## src/rtl/bram_debug_loader_if.sv

```systemverilog
// Host-side bundle for the BRAM debug loader: command channel, load
// stream (host -> BRAM) and dump stream (BRAM -> host).
interface bram_debug_loader_if #(
  parameter int CNT_W = 13
);
  logic             cmd_valid;
  logic             cmd_ready;
  logic             cmd_op;
  logic [31:0]      cmd_base;
  logic [CNT_W-1:0] cmd_count;
  logic             in_valid;
  logic             in_ready;
  logic [31:0]      in_data;
  logic             out_valid;
  logic             out_ready;
  logic [31:0]      out_data;
  logic [31:0]      out_addr;

  // Host side: issues commands, supplies load data, consumes dump data.
  modport master (
    output cmd_valid, cmd_op, cmd_base, cmd_count, in_valid, in_data, out_ready,
    input  cmd_ready, in_ready, out_valid, out_data, out_addr
  );

  // Loader side.
  modport slave (
    input  cmd_valid, cmd_op, cmd_base, cmd_count, in_valid, in_data, out_ready,
    output cmd_ready, in_ready, out_valid, out_data, out_addr
  );
endinterface

```

## src/rtl/bram_debug_loader.sv

```systemverilog
// Hardware master for the 32-bit BRAM debug port of the cache. A command
// either streams words into BRAM (load) or streams BRAM contents out with
// their byte addresses (dump). All outputs come straight from flops.
module bram_debug_loader #(
  parameter int WORDS = 4096,
  parameter int CNT_W = 13
) (
  input  logic               CPU_CLK,
  input  logic               CPU_RST,
  bram_debug_loader_if.slave bus,
  output logic [31:0]        DBG_A2,
  output logic [31:0]        DBG_WD2,
  output logic [3:0]         DBG_WE2,
  input  logic [31:0]        DBG_RD2,
  output logic               busy,
  output logic               done
);

  typedef enum logic [2:0] {
    ST_IDLE    = 3'd0,
    ST_LOAD    = 3'd1,
    ST_RD_ADDR = 3'd2,
    ST_RD_DATA = 3'd3,
    ST_RD_OUT  = 3'd4,
    ST_DONE    = 3'd5
  } state_e;

  localparam logic [CNT_W-1:0] WORDS_C   = CNT_W'(WORDS);
  localparam logic [CNT_W-1:0] ONE_C     = {{(CNT_W-1){1'b0}}, 1'b1};
  localparam logic [CNT_W-1:0] ZERO_C    = {CNT_W{1'b0}};
  localparam logic [31:0]      WORD_STEP = 32'd4;
  localparam logic [31:0]      WORD_MASK = 32'hFFFF_FFFC;
  localparam logic [3:0]       WE_ALL    = 4'b1111;
  localparam logic [3:0]       WE_NONE   = 4'b0000;

  state_e           state_q, state_d;
  logic [31:0]      addr_q, addr_d;
  logic [CNT_W-1:0] rem_q, rem_d;
  logic [31:0]      a2_q, a2_d;
  logic [31:0]      wd2_q, wd2_d;
  logic [3:0]       we2_q, we2_d;
  logic             out_valid_q, out_valid_d;
  logic [31:0]      out_data_q, out_data_d;
  logic [31:0]      out_addr_q, out_addr_d;
  logic             cmd_ready_q, cmd_ready_d;
  logic             in_ready_q, in_ready_d;
  logic             busy_q, busy_d;
  logic             done_q, done_d;

  logic [CNT_W-1:0] cmd_words_s;
  logic [31:0]      cmd_addr_s;
  logic             in_beat_s;
  logic             out_beat_s;

  // Decode the offered command and the stream handshakes.
  always_comb begin
    cmd_words_s = (bus.cmd_count > WORDS_C) ? WORDS_C : bus.cmd_count;
    cmd_addr_s  = bus.cmd_base & WORD_MASK;
    in_beat_s   = bus.in_valid && in_ready_q;
    out_beat_s  = bus.out_ready && out_valid_q && (state_q == ST_RD_OUT);
  end

  // Next-state and next-output logic; write enable falls back to idle each cycle.
  always_comb begin
    state_d     = state_q;
    addr_d      = addr_q;
    rem_d       = rem_q;
    a2_d        = a2_q;
    wd2_d       = wd2_q;
    we2_d       = WE_NONE;
    out_valid_d = out_valid_q;
    out_data_d  = out_data_q;
    out_addr_d  = out_addr_q;

    case (state_q)
      ST_IDLE: begin
        if (bus.cmd_valid) begin
          addr_d = cmd_addr_s;
          rem_d  = cmd_words_s;
          if (cmd_words_s == ZERO_C) begin
            state_d = ST_DONE;
          end else if (!bus.cmd_op) begin
            state_d = ST_LOAD;
          end else begin
            a2_d    = cmd_addr_s;
            state_d = ST_RD_ADDR;
          end
        end else begin
          state_d = ST_IDLE;
        end
      end

      ST_LOAD: begin
        if (in_beat_s) begin
          a2_d   = addr_q;
          wd2_d  = bus.in_data;
          we2_d  = WE_ALL;
          addr_d = addr_q + WORD_STEP;
          rem_d  = rem_q - ONE_C;
          if (rem_q == ONE_C) begin
            state_d = ST_DONE;
          end else begin
            state_d = ST_LOAD;
          end
        end else begin
          state_d = ST_LOAD;
        end
      end

      // BRAM samples DBG_A2 at the end of this cycle.
      ST_RD_ADDR: begin
        state_d = ST_RD_DATA;
      end

      ST_RD_DATA: begin
        out_data_d  = DBG_RD2;
        out_addr_d  = a2_q;
        out_valid_d = 1'b1;
        state_d     = ST_RD_OUT;
      end

      ST_RD_OUT: begin
        if (out_beat_s) begin
          out_valid_d = 1'b0;
          rem_d       = rem_q - ONE_C;
          if (rem_q == ONE_C) begin
            state_d = ST_DONE;
          end else begin
            a2_d    = a2_q + WORD_STEP;
            state_d = ST_RD_ADDR;
          end
        end else begin
          state_d = ST_RD_OUT;
        end
      end

      ST_DONE: begin
        state_d = ST_IDLE;
      end

      default: begin
        state_d = ST_IDLE;
      end
    endcase

    // Status outputs are registered copies of the next state's decode.
    cmd_ready_d = (state_d == ST_IDLE);
    in_ready_d  = (state_d == ST_LOAD);
    busy_d      = (state_d != ST_IDLE);
    done_d      = (state_d == ST_DONE);
  end

  // State register; reset aborts any command without a done pulse.
  always_ff @(posedge CPU_CLK or posedge CPU_RST) begin
    if (CPU_RST) begin
      state_q <= ST_IDLE;
    end else begin
      state_q <= state_d;
    end
  end

  // Datapath and output registers.
  always_ff @(posedge CPU_CLK or posedge CPU_RST) begin
    if (CPU_RST) begin
      addr_q      <= 32'h0000_0000;
      rem_q       <= ZERO_C;
      a2_q        <= 32'h0000_0000;
      wd2_q       <= 32'h0000_0000;
      we2_q       <= WE_NONE;
      out_valid_q <= 1'b0;
      out_data_q  <= 32'h0000_0000;
      out_addr_q  <= 32'h0000_0000;
      cmd_ready_q <= 1'b1;
      in_ready_q  <= 1'b0;
      busy_q      <= 1'b0;
      done_q      <= 1'b0;
    end else begin
      addr_q      <= addr_d;
      rem_q       <= rem_d;
      a2_q        <= a2_d;
      wd2_q       <= wd2_d;
      we2_q       <= we2_d;
      out_valid_q <= out_valid_d;
      out_data_q  <= out_data_d;
      out_addr_q  <= out_addr_d;
      cmd_ready_q <= cmd_ready_d;
      in_ready_q  <= in_ready_d;
      busy_q      <= busy_d;
      done_q      <= done_d;
    end
  end

  assign bus.cmd_ready = cmd_ready_q;
  assign bus.in_ready  = in_ready_q;
  assign bus.out_valid = out_valid_q;
  assign bus.out_data  = out_data_q;
  assign bus.out_addr  = out_addr_q;
  assign DBG_A2        = a2_q;
  assign DBG_WD2       = wd2_q;
  assign DBG_WE2       = we2_q;
  assign busy          = busy_q;
  assign done          = done_q;

endmodule

```

## src/flat_wrapper.sv

```systemverilog
// flat-port wrapper written by rule: the top's interface ports become plain ports
module bram_debug_loader_flat 
#(
  parameter int WORDS = 4096,
  parameter int CNT_W = 13
)
  (CPU_CLK, CPU_RST, DBG_A2, DBG_WD2, DBG_WE2, DBG_RD2, busy, done, bus_cmd_valid, bus_cmd_op, bus_cmd_base, bus_cmd_count, bus_in_valid, bus_in_data, bus_out_ready, bus_cmd_ready, bus_in_ready, bus_out_valid, bus_out_data, bus_out_addr);
  bram_debug_loader_if #(.CNT_W(CNT_W)) bus_i ();
  input  logic CPU_CLK;
  input  logic CPU_RST;
  output logic [31:0] DBG_A2;
  output logic [31:0] DBG_WD2;
  output logic [3:0] DBG_WE2;
  input  logic [31:0] DBG_RD2;
  output logic busy;
  output logic done;
  input wire logic [$bits(bus_i.cmd_valid)-1:0] bus_cmd_valid;
  input wire logic [$bits(bus_i.cmd_op)-1:0] bus_cmd_op;
  input wire logic [$bits(bus_i.cmd_base)-1:0] bus_cmd_base;
  input wire logic [$bits(bus_i.cmd_count)-1:0] bus_cmd_count;
  input wire logic [$bits(bus_i.in_valid)-1:0] bus_in_valid;
  input wire logic [$bits(bus_i.in_data)-1:0] bus_in_data;
  input wire logic [$bits(bus_i.out_ready)-1:0] bus_out_ready;
  output wire logic [$bits(bus_i.cmd_ready)-1:0] bus_cmd_ready;
  output wire logic [$bits(bus_i.in_ready)-1:0] bus_in_ready;
  output wire logic [$bits(bus_i.out_valid)-1:0] bus_out_valid;
  output wire logic [$bits(bus_i.out_data)-1:0] bus_out_data;
  output wire logic [$bits(bus_i.out_addr)-1:0] bus_out_addr;
  assign bus_i.cmd_valid = bus_cmd_valid;
  assign bus_i.cmd_op = bus_cmd_op;
  assign bus_i.cmd_base = bus_cmd_base;
  assign bus_i.cmd_count = bus_cmd_count;
  assign bus_i.in_valid = bus_in_valid;
  assign bus_i.in_data = bus_in_data;
  assign bus_i.out_ready = bus_out_ready;
  assign bus_cmd_ready = bus_i.cmd_ready;
  assign bus_in_ready = bus_i.in_ready;
  assign bus_out_valid = bus_i.out_valid;
  assign bus_out_data = bus_i.out_data;
  assign bus_out_addr = bus_i.out_addr;
  bram_debug_loader #(.WORDS(WORDS), .CNT_W(CNT_W)) u_core (.CPU_CLK(CPU_CLK), .CPU_RST(CPU_RST), .bus(bus_i), .DBG_A2(DBG_A2), .DBG_WD2(DBG_WD2), .DBG_WE2(DBG_WE2), .DBG_RD2(DBG_RD2), .busy(busy), .done(done));
endmodule
```

## config.mk

```make
export PLATFORM = sky130hd
export DESIGN_NAME = bram_debug_loader_flat
export DESIGN_NICKNAME = d
export VERILOG_FILES = /design/src/rtl/bram_debug_loader_if.sv /design/src/rtl/bram_debug_loader.sv /design/src/flat_wrapper.sv
export SDC_FILE = /design/constraint.sdc
export NUM_CORES = 1
export LEC_CHECK = 0
export BUFFER_PORTS_ARGS = -buffer_cell sky130_fd_sc_hd__buf_2
export CAP_MARGIN = 20
export CORE_UTILIZATION = 49
export CTS_BUF_LIST = sky130_fd_sc_hd__clkbuf_2 sky130_fd_sc_hd__clkbuf_4 sky130_fd_sc_hd__clkbuf_8
export DETAILED_ROUTE_END_ITERATION = 7
export GPL_TIMING_DRIVEN = 0
export PLACE_DENSITY_LB_ADDON = 0.25
export SLEW_MARGIN = 20
export SYNTH_ARGS = -nofsm -noshare
export SYNTH_HDL_FRONTEND = slang
export SYNTH_SLANG_ARGS = --single-unit
```

## constraint.sdc

```tcl
create_clock -name CPU_CLK -period 5.4 [get_ports CPU_CLK]
set_input_delay 0.54 -clock CPU_CLK [delete_from_list [all_inputs] [get_ports CPU_CLK]]
set_output_delay 0.54 -clock CPU_CLK [all_outputs]
set_load 0.01 [all_outputs]
```

Word-level counts from Yosys, hierarchy flattened
Cells that the tools add are included.
{ "totals": {"register_bits": 185, "latch_bits": 0, "mem_bits_rw": 0, "mem_bits_ro": 0, "input_bits": 115, "output_inout_bits": 137, "elab_cells": 72, "n_memories": 0} }
{ "classes": {"n_addsub": 3, "multipliers": 0, "n_div": 0, "order_cmp": 1, "eq_ne": 13, "shift": 0, "mux": 27, "bitwise": 0, "reduce_logical": 15} }
{ "op_table": {"columns": ["operator", "count"], "rows": [
  ["$mux W32", 8],
  ["$pmux W32 S3", 1],
  ["$add A32 B3 Y32 const B", 2],
  ["$pmux W32 S2", 1],
  ["$mux W13", 4],
  ["$pmux W13 S3", 1],
  ["$mux W3", 6],
  ["$pmux W3 S5", 1],
  ["$eq A13 B1 Y1 const B", 1],
  ["$gt A13 B13 Y1 const B", 1],
  ["$logic_not A13 Y1", 1],
  ["$sub A13 B1 Y13 const B", 1],
  ["$mux W4", 2],
  ["$ne A2 B2 Y1 const B", 4],
  ["$reduce_and A7 Y1", 1],
  ["$eq A3 B1 Y1 const B", 2],
  ["$eq A3 B2 Y1 const B", 2],
  ["$eq A3 B3 Y1 const B", 2],
  ["$logic_not A3 Y1", 2],
  ["$reduce_bool A3 Y1", 2],
  ["$ne A2 B1 Y1 const B", 2],
  ["$reduce_and A2 Y1", 2],
  ["$reduce_and A4 Y1", 1],
  ["$reduce_bool A2 Y1", 2],
  ["5 further kinds", 7]
]} }

Logic depth before layout (Yosys ltp)
{ "logic_depth": {"ltp_word": 7, "ltp_mapped": 9, "ltp_nobuf": 7} }

Least setup slack after synthesis
Ideal clock, no wire load.
{ "synth_path": {"path_type": "input -> register", "from": "input bus_cmd_count[4]", "to": "register u_core.busy_q (netlist: u_core.busy)", "setup_time_ps": 131, "arrival_time_ps": 2211, "t_required_ps": 5269, "path_slack_ps": 3057, "path_stages": 5, "n_path_buf": 0, "cell_sequence": "or4_4 o41ai_2 nor3_1 a221o_1 or3_1"} }
{ "synth_between": {"elab_chain_cells": 7} }
{ "synth_rtl": {"columns": ["element", "line", "rtl"], "rows": [
  ["start: declaration", "flat_wrapper.sv:20", "input wire logic [$bits(bus_i.cmd_count)-1:0] bus_cmd_count;"],
  ["$gt A13 B13 Y1", "bram_debug_loader.sv:57", "cmd_words_s = (bus.cmd_count > WORDS_C) ? WORDS_C : bus.cmd_count;"],
  ["$mux W13 (*)", "bram_debug_loader.sv:57", null],
  ["$logic_not A13 Y1 (*)", "bram_debug_loader.sv:80", "if (cmd_words_s == ZERO_C) begin"],
  ["$mux W3 (*)", "bram_debug_loader.sv:80", null],
  ["$mux W3 (*)", "bram_debug_loader.sv:77", "if (bus.cmd_valid) begin"],
  ["$pmux W3 S5 (*)", "bram_debug_loader.sv:75", "case (state_q)"],
  ["net u_core.state_d[1]", "bram_debug_loader.sv:36", "state_e state_q, state_d;"],
  ["$reduce_bool A3 Y1 (*)", "bram_debug_loader.sv:149", "busy_d = (state_d != ST_IDLE);"],
  ["net u_core.busy_d", "bram_debug_loader.sv:47", "logic busy_q, busy_d;"],
  ["end signal: assignment", "bram_debug_loader.sv:188", "busy_q <= busy_d;"],
  ["end: declaration", "bram_debug_loader.sv:47", null]
]} }
The timed path passes the listed nets; every way through them passes the cells marked *.
A chain may end at the register's enable or synchronous reset.

Final worst setup path
{ "layout_path": {"from": "register u_core.state_q[1]", "to": "register u_core.a2_q[22] (netlist: u_core.DBG_A2[22])"} }
{ "layout_between": {"elab_chain_cells": 4, "word_cells_on_any_way": 13, "cone_classes": "eq/ne (8); mux (1); reduce/logical (4)"} }
{ "layout_rtl": {"columns": ["element", "line", "rtl"], "rows": [
  ["start: declaration", "bram_debug_loader.sv:36", null],
  ["start signal: assignment", "bram_debug_loader.sv:158", "state_q <= state_d;"],
  ["$eq A3 B3 Y1", "bram_debug_loader.sv:60, bram_debug_loader.sv:75", null],
  ["$logic_and A1 B1 Y1", "bram_debug_loader.sv:60", "out_beat_s = bus.out_ready && out_valid_q && (state_q == ST_RD_OUT);"],
  ["$ne A2 B1 Y1 (no line)", null, null],
  ["$reduce_and A7 Y1 (no line)", null, null],
  ["end signal: assignment", "bram_debug_loader.sv:167", "a2_q <= 32'h0000_0000;"],
  ["end signal: assignment", "bram_debug_loader.sv:180", "a2_q <= a2_d;"],
  ["end: declaration", "bram_debug_loader.sv:39", "logic [31:0] a2_q, a2_d;"]
]} }
Several ways; a longest one is shown, not always the timed one.

==> results.py <==
metrics = {
    "timing": {
        "relSlewSlack_pct": 38.8,
        "tightest_slew_ns": 0.909,
        "setup_viol_count_final": 0,
        "slew_violations": 0,
        "period_share_pct": 55.0,
        "period_needed_ns": 2.97,
        "clock_skew_ns": 0.0118,
        "finalHoldViolations": 0,
        "finalWorstSetupSlack_ns": 2.43,
        "fmax_ghz": 0.337,
        "rsz0062_at_grt": "no",
    },
    "logic_synthesis": {
        "ys_types": 70,
        "synth-seq-cells": 178,
        "synth_edf_count": 0,
        "yosysWarnings": 0,
        "yosysMostFrequentCell": "dfrtp_1",
        "yosysTopAreaCell": "dfrtp_1",
        "ys_seq_area_share_pct": 50.2,
        "synth_area_leaders": "dfrtp_1, mux2_2, o21ai_0, a21oi_1, nand2_1",
        "synth_cells": 869,
        "synth_top_area_share_pct": 49.9,
        "synth_nets": 988,
        "syn_area_per_cell_um2": 10.2,
        "synthTopCellsByCount": "dfrtp_1, mux2_2, o21ai_0",
        "synthArstFlopShare_pct": 100,
        "synth_area_um2": 8880,
        "synthFlopType": "dfrtp_1",
    },
    "flow_run": {
        "drv_cap": 0,
    },
    "global_route": {
        "grt-ovfl-total": 0,
        "grt_usage_pct": 30.0,
        "grtUsageMet1_pct": 40.8,
        "grt_util_met3_pct": 6.59,
        "antenna_found_initial": 0,
        "grt-busiest-layer": "met2",
        "grt_pass1_vias": 7819,
        "grt_pass1_wl_mm": 42.5,
        "grt_max_degree": 97,
        "use_met2_pct": 46.4,
    },
    "die": {
        "fp.dieArea_um2": 18700,
        "initial_core_util_pct": 50.8,
        "ios": 252,
        "rows": 48,
        "core_um2": 17500,
        "fp.dieH_um": 137,
        "die_x_um": 137,
    },
    "route": {
        "dr.pass1.iters": 6,
        "dr.first_iter.drc_count": 1056,
        "dr_total_vias": 8320,
        "via_per_inst": 6.05,
        "routedWlPerCell_um": 19.9,
        "drtAntennaViolNets": 0,
        "remaining_drc_errors": 0,
        "wl_mm": 27.3,
    },
    "place": {
        "place_ws_ns": 2.61,
        "place_hpwl_mm": 20.0,
        "gp_congestion": 0.893,
        "port_buffers": 249,
        "numPlacedInstances": 1344,
    },
    "clock_tree": {
        "cts.repair.resized": 0,
        "cts_made_buffers": 17,
        "cts.sinks": 178,
        "cts.htree.levels": 4,
        "ctsHoldBuffers": 0,
        "cts_root_buf": "clkbuf_8",
        "clock_path_buffers": 2,
        "cts_tree": "yes",
        "insertion_delay_ns": 0.48,
        "cts_setup_buffers": 0,
        "clkTransAtPathRegs_ns": 0.10,
    },
    "critical_path": {
        "endpoint_kind": "flop",
        "worstPathArrival_ns": 3.36,
        "critPathRequiredTime_ns": 5.79,
        "cp_slowest_cell": "clkbuf_1",
        "critPathKind": "reg2reg",
        "cp-start-kind": "flop",
        "worstReg2RegEnd": "u_core.DBG_A2[22]",
        "reg2reg_slack_ns": 2.43,
        "worstPathCellList": "clkbuf_1 -> nor3b_1 -> buf_2 -> nor2_1 -> clkbuf_1 -> a22oi_1 -> o41a_1 -> o21ai_0",
        "cpPeakStageDelay_ns": 0.55,
        "worst-r2r-cell-count": 8,
        "critPathMaxFanout": 10,
        "r2r-start": "u_core.state_q[1]",
        "crit_top_cell": "clkbuf_1",
    },
    "worst_hold_path": {
        "hold_class": "in2async",
    },
    "power": {
        "ir_worst_vdd_v": 0.000276,
        "total_power_mw": 6.86,
        "leakagePower_nw": 4.95,
        "powerDensity_nw_per_um2": 635,
    },
    "cells_and_area": {
        "layout.cells.non_filler": 1375,
        "fillers": 1479,
        "antenna_cells": 0,
        "final_nets": 1257,
        "seq_area_um2": 4460,
        "layout-drive-gt1-share_pct": 35.0,
        "area_growth_pct": 21.7,
        "multiInputGateArea_um2": 4100,
    },
    "status": {
        "status": "complete, no violations",
    },
}
-- metal layers --
| metal | share of wire, % | routed length [um] |
|---|---|---|
| met1 | 41 | 11200 |
| met2 | 46 | 12400 |
| met3 | 11 | 2940 |
| met4 | 2.8 | 763 |
| met5 | 0 | 0 |
-- registers in the layout, summed over array words and instances, names as in the netlist, 3 cells and up --
signal               flops
u_core.bus.out_addr     31
u_core.rem_q            13
u_core.addr_q           30
u_core.bus.out_data     32
u_core.DBG_A2           31
u_core.DBG_WD2          32
u_core.state_q           3
-- worst max-delay path, delay by kind of cell, from the launching register on --
kind	cells	cell delay [ns]
buffers and inverters	3	1.14
DFF	1	0.43
and+or+nand+nor	2	0.65
AOI/OAI and AO/OA	3	0.66
-- area by class of cell --
class | count | area share, %
Timing Repair Buffer | 250 | 11.8
Sequential cell | 178 | 41.2
Buffer | 62 | 2.51
Inverter | 15 | 0.591
Multi-Input combinational cell | 614 | 37.9
Tap cell | 225 | 2.61
Clock buffer | 17 | 2.17
Clock inverter | 14 | 1.16
-- where the power goes --
group	switching, mW	internal [mW]
clock network	0.551	0.334
registers	0.537	1.97
logic	2.07	1.40
total	3.15	3.71
-- logic make-up after synthesis --
logic type               share of synthesized area (%)
adder cells (fa/ha/maj)                          0.564
AND/OR/NAND/NOR                                   14.6
flip-flops                                        50.2
buffers and inverters                             3.69
XOR/XNOR                                        0.0987
multiplexers                                      11.3
AO/OA/AOI/OAI                                     19.6
-- metrics by stage --
stage	area (um^2)	hold WS, ns	util, %	TNS, ns
6_report	10800	0.131	61.8	0
5_1_grt	10800	0.177	61.8	0
4_1_cts	10800	0.146	61.8	0
3_5_place_dp	10400	0.468	59.8	0
3_3_place_gp	10400	0.460	59.5	-361.64
2_1_floorplan	8880	0.476	-	0
-- worst max-delay path by stage --
stage,from,to,cells after the start
finish,u_core.state_q[1],u_core.DBG_A2[22],8
floorplan,CPU_RST,u_core.DBG_A2[0],1
global placement,CPU_RST,u_core.addr_q[10],2
CTS,u_core.state_q[1],u_core.DBG_A2[22],8
global route,u_core.state_q[1],u_core.DBG_A2[22],8
detailed placement,u_core.state_q[1],u_core.DBG_A2[30],6
-- layout by cell type (no fill, tap or decap), types with 4 or more instances in the layout --
| cell type | count |
|---|---|
| a21boi_0 | 4 |
| a21oi_1 | 62 |
| a22o_1 | 7 |
| a22oi_1 | 17 |
| a2bb2oi_1 | 5 |
| a31oi_1 | 14 |
| a41oi_1 | 5 |
| and2_1 | 4 |
| and3_1 | 16 |
| buf_1 | 8 |
| buf_2 | 259 |
| buf_4 | 7 |
| clkbuf_1 | 37 |
| clkbuf_8 | 17 |
| clkinvlp_4 | 4 |
| dfrtp_1 | 177 |
| ha_1 | 4 |
| inv_1 | 14 |
| inv_8 | 7 |
| mux2_2 | 88 |
| nand2_1 | 71 |
| nand3_1 | 27 |
| nand4_1 | 21 |
| nor2_1 | 56 |
| nor3_1 | 14 |
| nor3b_1 | 4 |
| nor4_1 | 5 |
| o21a_1 | 4 |
| o21ai_0 | 72 |
| o21ai_1 | 11 |
| o22a_1 | 7 |
| o22ai_1 | 14 |
| o2bb2ai_1 | 4 |
| o31a_1 | 7 |
| o41a_1 | 4 |
| or3_1 | 10 |
(Power assumes the default switching activity.)
